## config.mk

```make
export PLATFORM = sky130hd
export DESIGN_NAME = ps2_scancode_decoder
export DESIGN_NICKNAME = d
export VERILOG_FILES = /design/src/rtl/ps2_scancode_decoder.sv
export SDC_FILE = /design/constraint.sdc
export NUM_CORES = 1
export LEC_CHECK = 0
export ABC_CLOCK_PERIOD_IN_PS = 2500
export CAP_MARGIN = 10
export CORE_MARGIN = 2
export CORE_UTILIZATION = 58
export CTS_CLUSTER_SIZE = 12
export DETAILED_ROUTE_END_ITERATION = 10
export DONT_BUFFER_PORTS = 1
export GPL_TIMING_DRIVEN = 0
export PLACE_DENSITY = 0.73
export SLEW_MARGIN = 20
export SYNTH_ARGS = -nofsm -noshare
export SYNTH_HDL_FRONTEND = slang
export SYNTH_SLANG_ARGS = --single-unit
```

## constraint.sdc

```tcl
create_clock -name i_clock -period 2.5 [get_ports i_clock]
set_clock_uncertainty 0.2 [all_clocks]
set_input_delay 0.375 -clock i_clock [delete_from_list [all_inputs] [get_ports i_clock]]
set_output_delay 0.375 -clock i_clock [all_outputs]
set_load 0.02 [all_outputs]
```

## src/rtl/ps2_scancode_decoder.sv

```systemverilog
// PS/2 set-2 scan-code decoder: tracks E0/F0 prefixes, drops typematic repeats, emits hex key strobes.
// Optional macro KEYPAD_DIGITS_EN adds numeric-keypad make codes as digits 0-9.
module ps2_scancode_decoder #(
  parameter int TIMEOUT_CYCLES = 50_000_000,
  parameter int TMR_W          = 26
) (
  input  logic       i_clock,
  input  logic       i_reset,
  input  logic       i_valid_data,
  input  logic [7:0] i_data,
  output logic       o_key_pressed,
  output logic [3:0] o_keyboard_bus,
  output logic       o_key_held
);

  typedef enum logic [1:0] {
    S_IDLE      = 2'd0,
    S_EXT       = 2'd1,
    S_BREAK     = 2'd2,
    S_EXT_BREAK = 2'd3
  } state_t;

  localparam logic [TMR_W-1:0] TMR_LAST = TMR_W'(TIMEOUT_CYCLES - 1);
  localparam logic [TMR_W-1:0] TMR_ONE  = TMR_W'(1);

  state_t           r_state;
  state_t           w_state_next;
  logic [TMR_W-1:0] r_timer;
  logic [TMR_W-1:0] w_timer_next;
  logic [7:0]       r_held_code;
  logic [7:0]       w_held_code_next;
  logic             r_key_pressed;
  logic             w_key_pressed_next;
  logic [3:0]       r_keyboard_bus;
  logic [3:0]       w_keyboard_bus_next;
  logic             r_key_held;
  logic             w_key_held_next;

  logic             w_hit;
  logic [3:0]       w_hex;

  always_comb begin
    w_hit = 1'b1;
    w_hex = 4'h0;
    case (i_data)
      8'h45: w_hex = 4'h0;
      8'h16: w_hex = 4'h1;
      8'h1E: w_hex = 4'h2;
      8'h26: w_hex = 4'h3;
      8'h25: w_hex = 4'h4;
      8'h2E: w_hex = 4'h5;
      8'h36: w_hex = 4'h6;
      8'h3D: w_hex = 4'h7;
      8'h3E: w_hex = 4'h8;
      8'h46: w_hex = 4'h9;
      8'h1C: w_hex = 4'hA;
      8'h32: w_hex = 4'hB;
      8'h21: w_hex = 4'hC;
      8'h23: w_hex = 4'hD;
      8'h24: w_hex = 4'hE;
      8'h2B: w_hex = 4'hF;
`ifdef KEYPAD_DIGITS_EN
      8'h70: w_hex = 4'h0;
      8'h69: w_hex = 4'h1;
      8'h72: w_hex = 4'h2;
      8'h7A: w_hex = 4'h3;
      8'h6B: w_hex = 4'h4;
      8'h73: w_hex = 4'h5;
      8'h74: w_hex = 4'h6;
      8'h6C: w_hex = 4'h7;
      8'h75: w_hex = 4'h8;
      8'h7D: w_hex = 4'h9;
`else
`endif
      default: w_hit = 1'b0;
    endcase
  end

  always_comb begin
    w_state_next        = r_state;
    w_timer_next        = r_timer;
    w_held_code_next    = r_held_code;
    w_key_pressed_next  = 1'b0;
    w_keyboard_bus_next = r_keyboard_bus;
    w_key_held_next     = r_key_held;

    if (i_valid_data) begin
      w_timer_next = '0;
      case (r_state)
        S_IDLE: begin
          if (i_data == 8'hE0) begin
            w_state_next = S_EXT;
          end else if (i_data == 8'hF0) begin
            w_state_next = S_BREAK;
          end else if (w_hit && (i_data != r_held_code)) begin
            w_key_pressed_next  = 1'b1;
            w_keyboard_bus_next = w_hex;
            w_key_held_next     = 1'b1;
            w_held_code_next    = i_data;
          end
        end
        S_EXT: begin
          w_state_next = (i_data == 8'hF0) ? S_EXT_BREAK : S_IDLE;
        end
        S_BREAK: begin
          // Only the release of the most recently accepted key clears key_held.
          if (i_data == r_held_code) begin
            w_key_held_next  = 1'b0;
            w_held_code_next = 8'h00;
          end
          w_state_next = S_IDLE;
        end
        default: begin
          w_state_next = S_IDLE;
        end
      endcase
    end else if (r_state != S_IDLE) begin
      if (r_timer == TMR_LAST) begin
        w_state_next = S_IDLE;
        w_timer_next = '0;
      end else begin
        w_timer_next = r_timer + TMR_ONE;
      end
    end else begin
      w_timer_next = '0;
    end
  end

  always_ff @(posedge i_clock) begin
    if (!i_reset) begin
      r_state        <= S_IDLE;
      r_timer        <= '0;
      r_held_code    <= 8'h00;
      r_key_pressed  <= 1'b0;
      r_keyboard_bus <= 4'h0;
      r_key_held     <= 1'b0;
    end else begin
      r_state        <= w_state_next;
      r_timer        <= w_timer_next;
      r_held_code    <= w_held_code_next;
      r_key_pressed  <= w_key_pressed_next;
      r_keyboard_bus <= w_keyboard_bus_next;
      r_key_held     <= w_key_held_next;
    end
  end

  assign o_key_pressed  = r_key_pressed;
  assign o_keyboard_bus = r_keyboard_bus;
  assign o_key_held     = r_key_held;

endmodule

```

[Yosys cells after proc, flatten, opt, wreduce, memory -nomap -nowiden]
Index checks and enable logic that the tools add are counted.
Storage, ports and cells
  flip-flop bits (word level): 42
  input bits: 11
  output and inout port bits: 6
  logic and storage cells: 73
Cells by class
  add/sub/neg operators: 1
  eq/ne operators: 28
  mux-type cells: 20
  bitwise gates (word level): 6
  reductions and logical operators: 12
Operator list (number)
  8-bit by 6-bit equality test with 1-bit output (second input constant): 11
  4-bit one-hot mux with 15 select lines: 1
  8-bit two-way mux: 4
  26-bit by 1-bit adder with 26-bit output (second input constant): 1
  26-bit equality test (second input constant): 1
  8-bit by 5-bit equality test with 1-bit output (second input constant): 3
  8-bit by 7-bit equality test with 1-bit output (second input constant): 2
  8-bit equality test (second input constant): 2
  8-bit one-hot mux with 2 select lines: 1
  16-bit OR reduction: 1
  2-bit two-way mux: 6
  8-bit equality test: 1
  2-bit inequality test (second input constant): 4
  8-bit inequality test: 1
  2-bit nonzero test: 4
  1-bit two-way mux: 6
  1-bit NOT: 6
  6-bit AND reduction: 1
  5-bit AND reduction: 1
  5-bit OR reduction: 1
  4-bit inequality test (second input constant): 1
  2-bit one-hot mux with 2 select lines: 1
  4-bit OR reduction: 1
  3-bit AND reduction: 1
  5 further kinds: 5

[Depth between registers and ports, before layout]
Gate-level depths: netlist of run 1.
  depth in word-level cells: 8
  gate-level depth with buffers: 8
  gate-level depth less buffers: 6

[Worst setup path after synthesis of run 1]
Ideal clock, no wire load.
  kind: in2reg
  start point: in i_data[3]
  end point: reg r_key_held (netlist: o_key_held)
  setup time: 0.072 ns
  arrival: 1.731 ns
  required time: 2.228 ns
  path slack: 0.497 ns
  stages on the path: 7
  buffers on the path: 2
  cells stage by stage: buf_6 and4b_1 a32oi_2 o21ai_2 o311ai_4 buf_8 mux2i_1
Between the ends
  cells in the longest elaborated chain, start to end: 6
  elaborated cells between the ends (all ways): 28
  classes of those cells: eq/ne (24); mux (1); reduce/logical (3)
Ends and longest elaborated chain
  from (decl): RTL line 10  | input logic [7:0] i_data,
  8-bit by 6-bit equality test with 1-bit output, or another cell as far along: RTL line 45  | case (i_data)
  16-bit OR reduction (no source line)
  1-bit two-way mux: RTL line 45
  1-bit logical AND: RTL line 95  | end else if (w_hit && (i_data != r_held_code)) begin
  2-bit inequality test (no source line)
  6-bit AND reduction (no source line) *
  to (signal assigned): RTL line 143  | r_key_held <= w_key_held_next;
  to (decl): RTL line 36  | logic r_key_held;
Every way passes the cells marked *; elsewhere a longest branch is shown, timed or not.
A chain may end at the register's enable or synchronous reset.

[Worst setup path in the final report of run 1]
  start point: reg r_timer[0]
  end point: reg r_timer[23]
Between the ends
  cells in the longest elaborated chain, start to end: 2
  elaborated cells between the ends (all ways): 3
  classes of those cells: add/sub (1); eq/ne (1); reduce/logical (1)
Ends and longest elaborated chain
  from (decl): RTL line 28  | logic [TMR_W-1:0] r_timer;
  from (signal assigned): RTL line 139  | r_timer <= w_timer_next;
  parallel branches: the longest is 2 deep, another holds 26-bit by 1-bit adder with 26-bit output
Parallel ways; which one is timed is not known.

==> results.tsv, run 1 <==
metric	value	unit
status	complete, no violations	
yosys.area.top_type	dfxtp_1	
seq_area_frac_synth	34.7	%
r2r_cells	7	
netlist_instances	277	
min_path_cells	3	
combPwrFrac	7.6	%
drc	0	
path_depth	7	
whs	0.0624	ns
leakagePower	0.000971	µW
synth_cell_types	54	
totalWireLength	4.74	mm
root_buffer	clkbuf_8	
hpwl	3.52	mm
crit_buf_inv	1	
final_layout_size_suffix_gt1_share	13.0	%
placed_cell_area	0.00248	mm²
cts_buffers	5	
ff2ff_setup_slack	0.25	ns
drt_iter0_markers	92	
die_w	68.6	µm
cts_setup_buffers	0	
dieArea	0.00470	mm²
min_to	r_state[1]	
fmax	444	MHz
grt_usage	21.9	%
rsz0062_at_grt	no	
netlist.area_leader.share	34.7	%
cts_buffer_depth	2	
grt_start_max_net_pins	15	
critPathTopFamily	simple AND/OR/NAND/NOR gates	
crit_arrival	2.22	ns
p_sw_share	21.8	%
hold_violations	0	
async_reset_ff_share	0	%
ys_ff_latch	42	
port_buffers	0	
antenna_found_initial	0	
power_density	545	mW/mm²
grt_overflow_total	0	
timing.rr.start	r_timer[0]	
dieHeight	68.6	µm
insertion_delay	0.30	ns
boundaryPins	17	
clockPowerShare	45.1	%
dpl.cell_count	327	
synth-edff-count	0	
final_cells	335	
grt_first_pass_wirelength	7.71	mm
wire_per_inst	14.1	µm
r2r_end	r_timer[23]	
seq_area	841	µm²
gp_congestion	0.895	
cts.clk_slew.worst_paths	0.08	ns
setup-violations-final	0	
hold_class	in -> reg	
cts_sinks	42	
path_class	reg -> reg	
postCtsHoldBufs	0	
antenna_left	0	
slew_headroom	66.7	%
peakVddDrop	0.245	mV
worstSetupStartpointType	register	
synth_area_per_cell	8.74	µm²
fill_cells	359	
fin_crit	2.25	ns
p_sw	311	µW
nets	296	
area_delta_synth_final	8.27	%
insertedDiodeCount	0	
fin_tns_setup	0	ns
drv_slew	0	
tightest_slew	0.498	ns
post-route-period-util	90.1	%
netlist_area	0.00242	mm²
synth_ff_type	dfxtp_1	
ys_warn_count	0	
first_global_vias	1652	
cp.required	2.47	ns
p_int	1120	µW
rows	23	
syn-num-nets	289	
cts_tree	built	
power_frac_seq	47.2	%
synthTopCellsByArea	dfxtp_1 (35%), xnor2_1 (7.2%), xor2_1 (5.4%), nor2_1 (5.3%), nand2_1 (5.1%)	
path_cells	ha_1 > and3_1 > and2_1 > a41oi_2 > o211ai_2 > clkbuf_1 > nor2_1	
multiInputGateArea	0.00142	mm²
crit_path_end_kind	register	
firstDrtPassIters	4	
cpMaxStageDelayCell	clkbuf_1	
drv_cap	0	
cts_resized	0	
core_area	0.00400	mm²
fin_area	0.00262	mm²
start_util	60.5	%
h-tree-depth	2	
num_vias	1954	
hold_path_startpoint	i_valid_data	
critPathMaxFanout	10	
viasPerCell	5.83	
cpPeakStageDelay	0.44	ns
==> cell type report <==
| type | instances | area share (%) |
|---|---|---|
| Multi-Input combinational cell | 210 | 54.2 |
| Sequential cell | 42 | 32.1 |
| Buffer | 16 | 4.78 |
| Clock buffer | 5 | 2.63 |
| Clock inverter | 3 | 2.63 |
| Tap cell | 50 | 2.39 |
| Inverter | 9 | 1.29 |
==> flip-flops by register name, indices dropped and copies added (netlist names) <==
signal and flops:
o_key_pressed 1, r_timer 26, o_keyboard_bus 4, o_key_held 1, r_state 2, r_held_code 8
==> logic make-up (layout without fill, tap and decap cells) <==
kind of cell | count (synthesis) | count (layout) | synth area share (%)
xor+xnor | 35 | 35 | 12.7
fa+ha+maj | 1 | 1 | 0.517
mux | 12 | 12 | 4.96
buf+inv | 25 | 33 | 6.57
flops | 42 | 42 | 34.7
compound gates | 29 | 29 | 10.1
simple gates | 133 | 133 | 30.4
==> worst min-delay path, delay by kind of cell <==
kind,cells,cell delay [ns]
AOI/OAI and AO/OA,2,0.08
and+or+nand+nor,1,0.06
==> placed cells by master (no fill, tap or decap), types with 2 or more instances in the layout <==
master / instances
and4_1: 5
bufinv_16: 2
clkbuf_1: 2
nand3_1: 8
nor3b_1: 4
nand2_1: 33
nor2_1: 34
inv_1: 9
o21ai_0: 7
nand2b_1: 4
xnor2_1: 20
mux2i_1: 12
nor3_1: 6
a41oi_2: 2
xor2_1: 15
a21oi_1: 6
nor4_2: 2
a31oi_1: 2
buf_4: 4
buf_2: 4
buf_6: 4
nor4b_1: 2
clkbuf_8: 5
and2_1: 2
dfxtp_1: 42
and3_1: 5
nand4_1: 5
nor2b_1: 4
nor4_1: 7
==> cells in the mapped netlist, types with 2 or more instances <==
cell type / number
nand2_1: 33
dfxtp_1: 42
xor2_1: 15
nand4_1: 5
a41oi_2: 2
nor2b_1: 4
and3_1: 5
nand3_1: 8
buf_2: 4
nand2b_1: 4
buf_4: 4
and2_1: 2
buf_6: 4
nor4b_1: 2
mux2i_1: 12
o21ai_0: 7
xnor2_1: 20
and4_1: 5
a31oi_1: 2
nor2_1: 34
inv_1: 9
clkbuf_1: 2
nor4_2: 2
nor3_1: 6
a21oi_1: 6
nor4_1: 7
nor3b_1: 4
==> through the flow <==
step / setup WS, ns / power [µW] / util [%]
global route: 0.0203 / 1470 / 65.5
floorplan: 0.497 / 781 / -
finish: 0.247 / 1430 / 65.5
global placement: 0.258 / 797 / 62.1
CTS: 0.224 / 1440 / 65.5
detailed placement: 0.266 / 798 / 62.1
==> power by group through the flow <==
stage,Sequential (µW),Combinational [µW],Clock [µW]
floorplan,690,90.7,0
global placement,690,107,0
detailed placement,690,108,0
CTS,675,109,652
global route,675,118,679
finish,674,109,645
==> worst max-delay path by stage <==
stage	from	to	slack [ns]
2_1_floorplan	i_data[3]	o_key_held	0.50
3_5_place_dp	r_timer[0]	r_timer[9]	0.27
3_3_place_gp	r_timer[0]	r_timer[22]	0.26
4_1_cts	r_timer[0]	r_timer[23]	0.22
5_1_grt	r_timer[0]	r_timer[23]	0.02
6_report	r_timer[0]	r_timer[23]	0.25
==> routing by layer <==
metal / routed length [µm] / part of all wire (%) / GRT usage, % / vias to the layer above
met2: 2260 / 48 / 35.8 / 51
li1: - / - / - / 978
met4: 65 / 1.4 / 6.00 / 0
met5: 0 / 0 / 0 / -
met3: 194 / 4.1 / 5.68 / 8
met1: 2220 / 47 / 28.4 / 917
No activity file was read; power rests on OpenSTA's default activity.
==> run 2, diff against run 1 <==
--- a/config.mk
+++ b/config.mk
@@ -8,12 +8,11 @@
 export ABC_CLOCK_PERIOD_IN_PS = 2500
 export CAP_MARGIN = 10
 export CORE_MARGIN = 2
-export CORE_UTILIZATION = 58
-export CTS_CLUSTER_SIZE = 12
+export CORE_UTILIZATION = 50
 export DETAILED_ROUTE_END_ITERATION = 10
 export DONT_BUFFER_PORTS = 1
 export GPL_TIMING_DRIVEN = 0
-export PLACE_DENSITY = 0.73
+export PLACE_DENSITY = 0.64
 export SLEW_MARGIN = 20
 export SYNTH_ARGS = -nofsm -noshare
 export SYNTH_HDL_FRONTEND = slang
==> run 2 against run 1 <==
  * Utilization shrank 11 points
  * Combinational power is essentially flat
  * Die area grew 15%
  * Sequential share of layout area grew 0.55 points
  * Via count shrank 3.6%
  * Register-to-register slack lost 0.03 ns
  * Final cell count grew 1.2%
  * Global-route usage shrank 1.9 points
  * Worst hold slack lost 0.011 ns
  * Maximum frequency shrank 1.3%
==> results.tsv, run 2 (synthesis results as in run 1) <==
metric	value	unit	change
tightest_slew	0.507	ns	was 0.498 ns
drv_slew	0		unchanged
status	complete, no violations		unchanged
dieArea	0.00541	mm²	was 0.00470 mm²
postCtsHoldBufs	0		unchanged
p_int	914	µW	was 1120 µW
boundaryPins	17		unchanged
largest_register_ffs	26		unchanged
insertion_delay	0.30	ns	about the same
gp_congestion	0.833		was 0.895
power_frac_seq	54.9	%	was 47.2%
cts_buffers	5		unchanged
cpMaxStageDelayCell	clkbuf_1		unchanged
wire_per_inst	14.6	µm	was 14.1 µm
grt_first_pass_wirelength	8.26	mm	was 7.71 mm
drv_cap	0		unchanged
clockPowerShare	36.1	%	was 45.1%
die_w	73.6	µm	was 68.6 µm
final_cell_mix	dfxtp_1 (42), nor2_1 (34), nand2_1 (33)		unchanged
antenna_left	0		unchanged
p_sw	314	µW	was 311 µW
antenna_found_initial	0		unchanged
cp.required	2.47	ns	about the same
whs	0.0518	ns	was 0.0624 ns
firstDrtPassIters	4		unchanged
viasPerCell	5.56		was 5.83
p_sw_share	25.6	%	was 21.8%
grt_usage	19.9	%	was 21.9%
place_ws	0.188	ns	was 0.266 ns
path_cells	ha_1 > and3_1 > and2_1 > a41oi_2 > o211ai_2 > clkbuf_1 > nor2_1		unchanged
fin_tns_setup	0	ns	unchanged
dieHeight	73.6	µm	was 68.6 µm
grt_overflow_total	0		unchanged
worstSetupStartpointType	register		unchanged
rows	25		was 23
fmax	438	MHz	was 444 MHz
cts_tree	built		unchanged
rsz0062_at_grt	no		unchanged
final_layout_size_suffix_gt1_share	13.3	%	was 13.0%
layout_commonest_cell	dfxtp_1		unchanged
root_buffer	clkbuf_8		unchanged
crit_path_end_kind	register		unchanged
totalWireLength	4.94	mm	was 4.74 mm
cts.clk_slew.worst_paths	0.08	ns	about the same
crit_arrival	2.26	ns	was 2.22 ns
hpwl	3.54	mm	was 3.52 mm
combPwrFrac	9.0	%	was 7.6%
grt_start_max_net_pins	15		unchanged
crit_buf_inv	1		unchanged
peakVddDrop	0.205	mV	was 0.245 mV
h-tree-depth	2		unchanged
slew_headroom	65.9	%	was 66.7%
drc	0		unchanged
setup-violations-final	0		unchanged
critPathTopFamily	simple AND/OR/NAND/NOR gates		unchanged
cts_buffer_depth	2		unchanged
power_density	477	mW/mm²	was 545 mW/mm²
cts_sinks	42		unchanged
nets	296		unchanged
insertedDiodeCount	0		unchanged
fill_cells	451		was 359
hold_violations	0		unchanged
num_vias	1884		was 1954
cts_setup_buffers	0		unchanged
path_class	reg -> reg		unchanged
start_util	51.6	%	was 60.5%
core_area	0.00469	mm²	was 0.00400 mm²
fin_crit	2.28	ns	was 2.25 ns
first_global_vias	1793		was 1652
final_util	54.9	%	was 65.5%
post-route-period-util	91.3	%	was 90.1%
critPathMaxFanout	10		unchanged
port_buffers	0		unchanged
largest_register	r_timer		unchanged
drt_iter0_markers	125		was 92
setup_ws	0.218	ns	was 0.247 ns
cpPeakStageDelay	0.42	ns	was 0.44 ns
area_delta_synth_final	6.46	%	was 8.27%
leakagePower	0.000954	µW	was 0.000971 µW
hold_class	in -> reg		unchanged
## run 2: power groups by stage
stage,combinational [µW],clock (µW),sequential (µW)
6_report,110,443,674
5_1_grt,121,490,675
2_1_floorplan,90.7,0,690
4_1_cts,110,463,674
3_5_place_dp,110,0,690
3_3_place_gp,109,0,690
## run 2: area by class of cell
cell class / instances / area (µm²) / share of cell area, %
buffer: 16 / 126 / 4.91
clock buffer: 5 / 68.8 / 2.67
clock inverter: 3 / 18.8 / 0.729
inverter: 9 / 33.8 / 1.31
multi-input combinational: 210 / 1420 / 55.1
sequential: 42 / 841 / 32.6
tap: 54 / 67.6 / 2.62
## run 2: what timing repair did
item / in CTS / in global routing
endpoints found under the hold margin: 0 / 0
setup endpoints to repair: 0 / 1
resized for setup: 0 / 2
## run 2: per-layer routing
metal	share of wire, %	GRT usage (%)	wire length, µm	vias up
met4	1.5	9.09	72	0
met5	0	0	0	-
met1	52	29.1	2560	864
met2	42	27.8	2070	33
met3	4.9	4.25	240	7
li1	-	-	-	980
## run 2: path summary, 6_finish.rpt
| check | from | to | slack (ns) | depth (start not counted) |
|---|---|---|---|---|
| max | r_timer[0] | r_timer[24] | 0.22 | 7 |
| min | i_reset | r_state[1] | 0.05 | 2 |
| max reg2reg | r_timer[0] | r_timer[24] | 0.22 | 7 |
| min reg2reg | r_timer[0] | r_timer[0] | 0.27 | 1 |
## run 2: metrics by stage
stage               total power [µW]  instance area, µm²  std cells
floorplan                        781                2420        277
global placement                 799                2490        331
detailed placement               800                2490        331
CTS                             1250                2570        339
global route                    1290                2580        339
finish                          1230                2580        339
